[config.mk]
export PLATFORM = sky130hd
export DESIGN_NAME = frame_config_sequencer
export DESIGN_NICKNAME = d
export VERILOG_FILES = /design/src/rtl/frame_cfg_pkg.sv /design/src/rtl/frame_strobe_decoder.sv /design/src/rtl/frame_config_sequencer.sv
export SDC_FILE = /design/constraint.sdc
export NUM_CORES = 1
export LEC_CHECK = 0
export BUFFER_PORTS_ARGS = -buffer_cell sky130_fd_sc_hd__buf_2
export CAP_MARGIN = 20
export CORE_AREA = 2 2 276 278
export DETAILED_ROUTE_END_ITERATION = 10
export DIE_AREA = 0 0 278 280
export PLACE_DENSITY = 0.57
export SKIP_CTS_REPAIR_TIMING = 1
export SLEW_MARGIN = 20
export SYNTH_ARGS = -nofsm -noshare
export SYNTH_HDL_FRONTEND = slang
export SYNTH_SLANG_ARGS = --single-unit
[constraint.sdc]
create_clock -name UserCLK -period 4.3 [get_ports UserCLK]
set_input_delay 1.29 -clock UserCLK [delete_from_list [all_inputs] [get_ports UserCLK]]
set_output_delay 1.29 -clock UserCLK [all_outputs]
set_load 0.01 [all_outputs]
[src/rtl/frame_cfg_pkg.sv]
// -----------------------------------------------------------------------------
// frame_cfg_pkg
// Shared definitions for the frame configuration sequencer:
//   - sequencer state encoding
//   - header marker value and header field bit positions
// -----------------------------------------------------------------------------
package frame_cfg_pkg;

    typedef enum logic [2:0] {
        ST_IDLE    = 3'd0,
        ST_DATA    = 3'd1,
        ST_TRAILER = 3'd2,
        ST_STROBE  = 3'd3,
        ST_HOLD    = 3'd4
    } state_t;

    localparam logic [3:0] HDR_MARKER = 4'hA;

    localparam int HDR_MARKER_MSB = 31;
    localparam int HDR_MARKER_LSB = 28;
    localparam int HDR_COL_MSB    = 27;
    localparam int HDR_COL_LSB    = 20;
    localparam int HDR_FRAME_MSB  = 19;
    localparam int HDR_FRAME_LSB  = 15;

    localparam int HDR_COL_W   = HDR_COL_MSB - HDR_COL_LSB + 1;
    localparam int HDR_FRAME_W = HDR_FRAME_MSB - HDR_FRAME_LSB + 1;

endpackage

[src/rtl/frame_strobe_decoder.sv]
// -----------------------------------------------------------------------------
// frame_strobe_decoder
// Combinational one-hot decode of (column, frame, enable) onto the flat
// FrameStrobe vector. Bit c*MaxFramesPerCol+f is high when enable is set and
// the inputs address column c, frame f. Out-of-range addresses decode to 0.
//
// Ports:
//   column  in  HDR_COL_W    column address
//   frame   in  HDR_FRAME_W  frame address within the column
//   enable  in  1            strobe enable
//   strobe  out NumberOfCols*MaxFramesPerCol  one-hot strobe vector
// -----------------------------------------------------------------------------
module frame_strobe_decoder
    import frame_cfg_pkg::*;
#(
    parameter int MaxFramesPerCol = 20,
    parameter int NumberOfCols    = 8
) (
    input  logic [HDR_COL_W-1:0]                    column,
    input  logic [HDR_FRAME_W-1:0]                  frame,
    input  logic                                    enable,
    output logic [NumberOfCols*MaxFramesPerCol-1:0] strobe
);

    for (genvar c = 0; c < NumberOfCols; c++) begin : g_col
        for (genvar f = 0; f < MaxFramesPerCol; f++) begin : g_frame
            assign strobe[c*MaxFramesPerCol+f] = enable
                                              && (column == HDR_COL_W'(c))
                                              && (frame == HDR_FRAME_W'(f));
        end
    end

endmodule

[src/rtl/frame_config_sequencer.sv]
// -----------------------------------------------------------------------------
// frame_config_sequencer
// Takes a header + per-row word stream over valid/ready, loads one word per
// tile row onto FrameData, then pulses the FrameStrobe bit of the addressed
// column/frame for StrobeCycles cycles, followed by one hold cycle.
//
// Optional feature macro: FRAME_CFG_PARITY_EN
//   When defined, a trailer word equal to the XOR of all row words must follow
//   the last row; a mismatch raises err_parity and suppresses the strobe.
//
// Ports:
//   UserCLK      in   clock
//   resetn       in   asynchronous active-low reset
//   s_data       in   stream word (header, row data, trailer)
//   s_valid      in   stream word valid
//   s_ready      out  stream ready (word taken when s_valid && s_ready)
//   FrameData    out  row r at [r*FrameBitsPerRow +: FrameBitsPerRow]
//   FrameStrobe  out  column c, frame f at bit c*MaxFramesPerCol+f
//   frame_done   out  pulse in the last strobe cycle of a committed frame
//   err_header   out  pulse after a rejected header
//   err_parity   out  pulse after a trailer mismatch (0 without the macro)
// -----------------------------------------------------------------------------
module frame_config_sequencer
    import frame_cfg_pkg::*;
#(
    parameter int FrameBitsPerRow = 32,
    parameter int MaxFramesPerCol = 20,
    parameter int NumberOfRows    = 16,
    parameter int NumberOfCols    = 8,
    parameter int StrobeCycles    = 2
) (
    input  logic                                    UserCLK,
    input  logic                                    resetn,
    input  logic [FrameBitsPerRow-1:0]              s_data,
    input  logic                                    s_valid,
    output logic                                    s_ready,
    output logic [NumberOfRows*FrameBitsPerRow-1:0] FrameData,
    output logic [NumberOfCols*MaxFramesPerCol-1:0] FrameStrobe,
    output logic                                    frame_done,
    output logic                                    err_header,
    output logic                                    err_parity
);

    localparam int RCW = (NumberOfRows > 1) ? $clog2(NumberOfRows) : 1;
    localparam int SCW = (StrobeCycles > 1) ? $clog2(StrobeCycles) : 1;
    localparam logic [RCW-1:0] LAST_ROW = RCW'(NumberOfRows - 1);
    localparam logic [SCW-1:0] LAST_STB = SCW'(StrobeCycles - 1);

    state_t                       state, state_nxt;
    logic [RCW-1:0]               row_cnt;
    logic [SCW-1:0]               strb_cnt;
    logic [HDR_COL_W-1:0]         col_q;
    logic [HDR_FRAME_W-1:0]       frame_q;
    logic                         discard_q;
    logic                         err_header_q;
    logic [FrameBitsPerRow-1:0]   rows_q [NumberOfRows];

`ifdef FRAME_CFG_PARITY_EN
    logic [FrameBitsPerRow-1:0]   xor_acc;
    logic                         err_parity_q;
`endif

    logic                         accept;
    logic                         marker_ok;
    logic                         range_ok;
    logic [HDR_COL_W-1:0]         hdr_col;
    logic [HDR_FRAME_W-1:0]       hdr_frame;

    assign hdr_col   = s_data[HDR_COL_MSB:HDR_COL_LSB];
    assign hdr_frame = s_data[HDR_FRAME_MSB:HDR_FRAME_LSB];
    assign marker_ok = (s_data[HDR_MARKER_MSB:HDR_MARKER_LSB] == HDR_MARKER);
    assign range_ok  = (32'(hdr_col) < NumberOfCols) && (32'(hdr_frame) < MaxFramesPerCol);

    // Gated by resetn directly so ready is low for the whole reset assertion
    // and rises as soon as reset is released.
    assign s_ready = resetn && ((state == ST_IDLE) || (state == ST_DATA)
                                || (state == ST_TRAILER));
    assign accept  = s_valid && s_ready;

    // Next-state logic
    always_comb begin
        state_nxt = state;
        case (state)
            ST_IDLE: begin
                if (accept && marker_ok) state_nxt = ST_DATA;
            end
            ST_DATA: begin
                if (accept && (row_cnt == LAST_ROW)) begin
`ifdef FRAME_CFG_PARITY_EN
                    state_nxt = ST_TRAILER;
`else
                    state_nxt = discard_q ? ST_IDLE : ST_STROBE;
`endif
                end
            end
`ifdef FRAME_CFG_PARITY_EN
            ST_TRAILER: begin
                // A discarded frame still consumes its trailer to keep the
                // stream aligned, but never strobes.
                if (accept) begin
                    state_nxt = (!discard_q && (s_data == xor_acc)) ? ST_STROBE : ST_IDLE;
                end
            end
`endif
            ST_STROBE: begin
                if (strb_cnt == LAST_STB) state_nxt = ST_HOLD;
            end
            ST_HOLD:  state_nxt = ST_IDLE;
            default:  state_nxt = ST_IDLE;
        endcase
    end

    // State, counters, latched address and row data
    always_ff @(posedge UserCLK or negedge resetn) begin
        if (!resetn) begin
            state        <= ST_IDLE;
            row_cnt      <= '0;
            strb_cnt     <= '0;
            col_q        <= '0;
            frame_q      <= '0;
            discard_q    <= 1'b0;
            err_header_q <= 1'b0;
            for (int r = 0; r < NumberOfRows; r++) rows_q[r] <= '0;
`ifdef FRAME_CFG_PARITY_EN
            xor_acc      <= '0;
            err_parity_q <= 1'b0;
`endif
        end else begin
            state        <= state_nxt;
            err_header_q <= 1'b0;
`ifdef FRAME_CFG_PARITY_EN
            err_parity_q <= 1'b0;
`endif
            case (state)
                ST_IDLE: begin
                    if (accept) begin
                        if (!marker_ok) begin
                            err_header_q <= 1'b1;
                        end else begin
                            col_q        <= hdr_col;
                            frame_q      <= hdr_frame;
                            discard_q    <= !range_ok;
                            err_header_q <= !range_ok;
                            row_cnt      <= '0;
`ifdef FRAME_CFG_PARITY_EN
                            xor_acc      <= '0;
`endif
                        end
                    end
                end
                ST_DATA: begin
                    if (accept) begin
                        if (!discard_q) rows_q[row_cnt] <= s_data;
`ifdef FRAME_CFG_PARITY_EN
                        xor_acc <= xor_acc ^ s_data;
`endif
                        // Wrap is tied to leaving DATA, not to counter overflow.
                        row_cnt <= (row_cnt == LAST_ROW) ? '0 : row_cnt + 1'b1;
                    end
                end
`ifdef FRAME_CFG_PARITY_EN
                ST_TRAILER: begin
                    if (accept && !discard_q && (s_data != xor_acc)) err_parity_q <= 1'b1;
                end
`endif
                ST_STROBE: begin
                    strb_cnt <= (strb_cnt == LAST_STB) ? '0 : strb_cnt + 1'b1;
                end
                default: ;
            endcase
        end
    end

    for (genvar r = 0; r < NumberOfRows; r++) begin : g_row
        assign FrameData[r*FrameBitsPerRow +: FrameBitsPerRow] = rows_q[r];
    end

    // Strobe decode straight from registered state, so reset drops it at once.
    frame_strobe_decoder #(
        .MaxFramesPerCol (MaxFramesPerCol),
        .NumberOfCols    (NumberOfCols)
    ) u_decoder (
        .column (col_q),
        .frame  (frame_q),
        .enable (state == ST_STROBE),
        .strobe (FrameStrobe)
    );

    assign frame_done = (state == ST_STROBE) && (strb_cnt == LAST_STB);
    assign err_header = err_header_q;

`ifdef FRAME_CFG_PARITY_EN
    assign err_parity = err_parity_q;
`else
    assign err_parity = 1'b0;
`endif

endmodule

; Word-level counts from Yosys, hierarchy flattened
; Index checks and enable logic that the tools add are counted.
[totals]
output_inout_bits = 676
register_bits = 535
[classes]
bitwise_logic = 2
n_lt_le_gt_ge = 4
n_mux = 17
add_sub_neg = 2
n_eq_ne = 37
reduce_logical = 186
[ops]
columns = op, count
row1 = bitwise mux 512 bit, 1
row2 = logical AND 1 bit, 175
row3 = demux 32 bit (select 4 bit), 1
row4 = "equality test 5 x 4 -> 1 bit, second input constant", 8
row5 = "equality test 8 x 3 -> 1 bit, second input constant", 4
row6 = two-way mux 32 bit, 1
row7 = "equality test 5 x 3 -> 1 bit, second input constant", 4
row8 = "equality test 5 bit, second input constant", 4
row9 = "equality test 8 x 2 -> 1 bit, second input constant", 2
row10 = two-way mux 4 bit, 4
row11 = "equality test 5 x 2 -> 1 bit, second input constant", 2
row12 = two-way mux 3 bit, 3
row13 = case mux 3 bit (3 select lines), 1
row14 = AND reduction 3 bit, 3
row15 = "equality test 4 bit, second input constant", 2
row16 = "equality test 8 x 1 -> 1 bit, second input constant", 1
row17 = logical NOT 8 bit, 1
row18 = "< comparator 8 x 4 -> 1 bit, second input constant", 1
row19 = "inequality test 2 bit, second input constant", 4
row20 = case mux 4 bit (2 select lines), 1
row21 = "equality test 3 x 2 -> 1 bit, second input constant", 2
row22 = "equality test 5 x 1 -> 1 bit, second input constant", 1
row23 = "greater-or-equal comparator 5 bit, second input constant", 1
row24 = logical NOT 5 bit, 1
row25 = other kinds (15), 20

; Logic depth before layout (Yosys ltp)
[logic_depth]
ltp_word = 8
depth_mapped = 7

; By module
; From an unflattened synthesis, not the netlist that was laid out.
[hier_totals]
hier_cells = 1541
hier_area_um2 = 23850.4
[by_module_without_submodules]
columns = module, cells_per_inst, seq_area_each_um2, area_per_inst_um2, n_inst
row1 = frame_config_sequencer, 1230, 13387.8, 21541.9, 1
row2 = frame_strobe_decoder, 311, 0.0, 2308.5, 1

; Least setup slack after synthesis
; Ideal clock, no wire load.
[synth_path]
path_type = register to output
from = register col_q[3]
to = output FrameStrobe[20]
stages_incl_launch_ff = 6
arrival_time_ns = 1.740
path_slack_ns = 1.270
cell_sequence = dfrtp_1 nor4_1 or3b_2 buf_6 buf_2 nor3_1
[synth_between]
elab_chain_cells = 3
[synth_lines]
columns = item, line_no
row1 = "start, declared", frame_config_sequencer.sv:52  ; logic [HDR_COL_W-1:0] col_q;
row2 = "start signal, assigned", frame_config_sequencer.sv:140  ; col_q <= hdr_col;
row3 = equality test 8 x 1 -> 1 bit, frame_strobe_decoder.sv:28  ; && (column == HDR_COL_W'(c))
row4 = logical AND 1 bit, frame_strobe_decoder.sv:28
row5 = logical AND 1 bit, frame_strobe_decoder.sv:29  ; && (frame == HDR_FRAME_W'(f));
row6 = "end, declared", frame_config_sequencer.sv:38  ; output logic [NumberOfCols*MaxFramesPerCol-1:0] FrameStrobe,
; No other way between the ends.

; Worst setup path in the final report
[layout_path]
from = register state[0]
to = output FrameStrobe[85]
[layout_between]
elab_chain_cells = 3
[layout_lines]
columns = item, line_no
row1 = "start, declared", frame_config_sequencer.sv:49  ; state_t state, state_nxt;
row2 = "start signal, assigned", frame_config_sequencer.sv:129  ; state <= state_nxt;
row3 = equality test 3 x 2 -> 1 bit, frame_config_sequencer.sv:185  ; .enable (state == ST_STROBE),
row4 = logical AND 1 bit, frame_strobe_decoder.sv:28
row5 = logical AND 1 bit, frame_strobe_decoder.sv:29
; No other way between the ends.

==> impl_summary.log <==
[metrics] kind of end point of the critical path: primary output
[metrics] most frequent cells in the layout: sky130_fd_sc_hd__buf_2, sky130_fd_sc_hd__dfrtp_1, sky130_fd_sc_hd__mux2_2
[metrics] overflow left after global routing: 0
[metrics] detailed-route wire length: 72.5 mm
[metrics] Setup TNS: 0 ns
[metrics] placer's final routability congestion estimate: 0.810
[metrics] average routed wire per standard cell: 22.9 um
[metrics] skew final: 0.0309 ns
[metrics] die boundary width: between 200 and 300 um
[metrics] Synth-to-Final Area Change: 29.8%
[metrics] die outline height: 280 um
[metrics] switching power as a share of total power: 0.253
[metrics] Final Max Tran Viols: 0
[metrics] Switching Power: around 2.9 mW
[metrics] cell row count: roughly 100
[metrics] CTS tree: yes
[metrics] transition time of the tightest slew-check pin: 1.11 ns
[metrics] Final Power: 11.5 mW
[metrics] power density cells: 409 nW/um^2
[metrics] maximum clock frequency: 237 MHz
[metrics] post-synthesis sequential area ratio: 0.617
[metrics] root buffer cell: sky130_fd_sc_hd__clkbuf_16
[metrics] total track usage: 0.179
[metrics] Final #Nets: 2178
[metrics] leakage dissipation: 15.6 nW
[metrics] total iterations of the first detailed-routing run: 5
[metrics] starting density of the core: 0.289
[metrics] Port Buffers: 709
[metrics] top fanout value on the critical path: 40
[metrics] number of antenna violations at the first check in global routing: 7
[metrics] class of the worst hold path: reg2reg
[metrics] clock-pin transition on the worst setup and hold timing paths: about 0.060 ns
[metrics] unrepaired setup endpoints after global routing: no
[metrics] post-detailed-route via-to-cell ratio: roughly 4.7
[metrics] final worst path period share: 0.980
[metrics] half-perimeter wire length of the detailed placement result: 50.7 mm
[metrics] reg-to-reg setup timing slack: around 1.6 ns
[metrics] maximum ir drop on the vdd rail: 0.339 mV
[metrics] Clock power frac: 0.457
[metrics] fraction of power consumed by sequential logic: 0.462
[metrics] CP Data Required Time: 3.01 ns
[metrics] number of distinct library cells after synthesis: 48
[metrics] share of final-layout standard cells stronger than drive strength 1: 0.614
[metrics] Sink Count: 535
[metrics] run status: completed
[metrics] ANT nets after route: 0
[metrics] top_reg_cell synth: sky130_fd_sc_hd__dfrtp_1
[metrics] number of synthesized flops with an enable pin: 0
[metrics] pin count of the biggest net entering global routing: 176
[metrics] Slew HR: 0.260
[metrics] count of vias placed by the detailed router: 15000
[metrics] post-synthesis instance area: 21700 sq um
[metrics] first-iteration detailed-routing DRC count: 802
[metrics] vias in the first global route: 15100
[metrics] Setup Viol. Count Final: 0
[metrics] number of nets in the synthesized netlist: 1500
[metrics] number of inserted filler cells in the final layout: just over 7000
[metrics] clock buffer count from CTS: 60
[metrics] clock insertion delay at the later pin of the skew report: 0.63 ns
[metrics] count of state elements after synthesis: 535
[metrics] total I/O pin count: 711
[metrics] number of warnings reported in the yosys synthesis log: 0
[metrics] Worst setup SP type: flip-flop
[metrics] Critical Path AT: 2.92 ns
[metrics] MaxCap Viol Count: 0
[metrics] worst setup path class: reg2out
[metrics] global-route wire length before repair: 105 mm
[metrics] total DRC errors in the routed layout: 0
[metrics] internal power component: 8.60 mW
[metrics] Gate power share: 0.080
[metrics] count of mapped cells out of synthesis: 1461
[metrics] synthesized area per cell: 14.8 sq um
[metrics] Hold Fails Final Rpt: 0
[metrics] most common cell after layout, fill and taps aside: sky130_fd_sc_hd__buf_2
[metrics] buffer levels on the longest clock path: 3
[metrics] async set-or-reset flop fraction in the synthesized netlist: 1.00
[metrics] number of H-tree branching levels: 2
[metrics] die outline area: 77800 sq um
[metrics] min Tclk post-route: 4.21 ns
[metrics] core region area: around 75000 sq um
-- synth_stat cells, drive strengths merged, types with 2 or more instances --
| cell | count | area, sq um |
|---|---|---|
| nand2b | 4 | 25.0 |
| mux2 | 525 | 5910 |
| inv | 6 | 22.5 |
| nand4b | 3 | 26.3 |
| a32o | 3 | 30.0 |
| nor2b | 8 | 50.1 |
| and2 | 4 | 25.0 |
| a211oi | 2 | 15.0 |
| or3b | 2 | 17.5 |
| ha | 4 | 50.1 |
| nand3b | 5 | 37.5 |
| nor4 | 3 | 48.8 |
| nor3 | 169 | 913 |
| nand2 | 12 | 45.0 |
| nor3b | 3 | 27.5 |
| dfrtp | 535 | 13400 |
| o21ai | 3 | 15.0 |
| nand4 | 10 | 100 |
| nor2 | 4 | 15.0 |
| nand3 | 10 | 50.1 |
| clkbuf | 54 | 204 |
| buf | 76 | 522 |
| and4bb | 2 | 25.0 |
-- power groups by stage --
stage	Combinational, mW	Clock [mW]	Sequential [mW]
final	0.927	5.27	5.33
after global routing	1.01	5.62	5.35
after CTS	0.932	5.41	5.32
after detailed placement	0.930	0	5.41
after global placement	0.901	0	5.40
after floorplan	0.569	0	5.40
-- area by class of cell --
| class | instances | area [sq um] | share of cell area |
|---|---|---|---|
| Multi-Input combinational cell | 790 | 7560 | 0.269 |
| Clock buffer | 90 | 1740 | 0.0616 |
| Sequential cell | 535 | 13400 | 0.475 |
| Clock inverter | 22 | 309 | 0.0110 |
| Timing Repair Buffer | 746 | 3900 | 0.139 |
| Tap cell | 978 | 1220 | 0.0435 |
| Antenna cell | 4 | 10.0 | 0.000356 |
| Inverter | 6 | 22.5 | 0.000800 |
-- kinds of logic after synthesis --
family	Yosys count	share of synthesized area
buffers and inverters	136	0.0345
adder cells (fa/ha/maj)	4	0.00231
AO/OA/AOI/OAI	15	0.00536
AND/OR/NAND/NOR	243	0.0672
other	1	0.000173
flip-flops	535	0.617
multiplexers	526	0.273
XOR/XNOR	1	0.000404
-- path summary, 6_finish.rpt --
check,to,from,depth (start not counted)
setup / recovery,FrameStrobe[85],state[0],5
hold / removal,FrameData[267],FrameData[267],1
setup reg to reg,FrameData[477],state[0],4
hold reg to reg,FrameData[267],FrameData[267],1
max in group asynchronous,FrameData[276],resetn,3
min in group asynchronous,FrameData[449],resetn,2
-- registers in the layout (all words and copies together) (netlist names) --
register	cells
FrameData	512
col_q	8
frame_q	5
row_cnt	4
state	3
discard_q	1
err_header	1
strb_cnt	1
-- critical path: stages (launching register included) --
cell and delay (ns):
sky130_fd_sc_hd__dfrtp_1 0.65, sky130_fd_sc_hd__and3b_1 0.37, sky130_fd_sc_hd__or3b_1 0.38, sky130_fd_sc_hd__buf_4 0.27, sky130_fd_sc_hd__nor3_1 0.43, sky130_fd_sc_hd__buf_2 0.21
-- layer usage --
layer  share of wire  track usage  vias up
met3           0.060       0.0394      116
met5               0            0        -
met1            0.41        0.226     7853
met2            0.50        0.306      513
li1                -            -     6549
met4           0.028       0.0557        0
-- per-stage QoR --
stage | instances | worst slack [ns] | utilization | area [sq um] | hold WS (ns)
after global routing | 3168 | 0.000233 | 0.374 | 28100 | 0.502
final | 3171 | 0.0873 | 0.374 | 28200 | 0.483
after CTS | 3167 | 0.0962 | 0.374 | 28100 | 0.485
after detailed placement | 3055 | 0.774 | 0.347 | 26100 | 0.472
after floorplan | 1461 | 1.27 | - | 21700 | 0.481
after global placement | 3055 | 0.852 | 0.347 | 26100 | 0.468
Power figures use the tool's default switching activity.
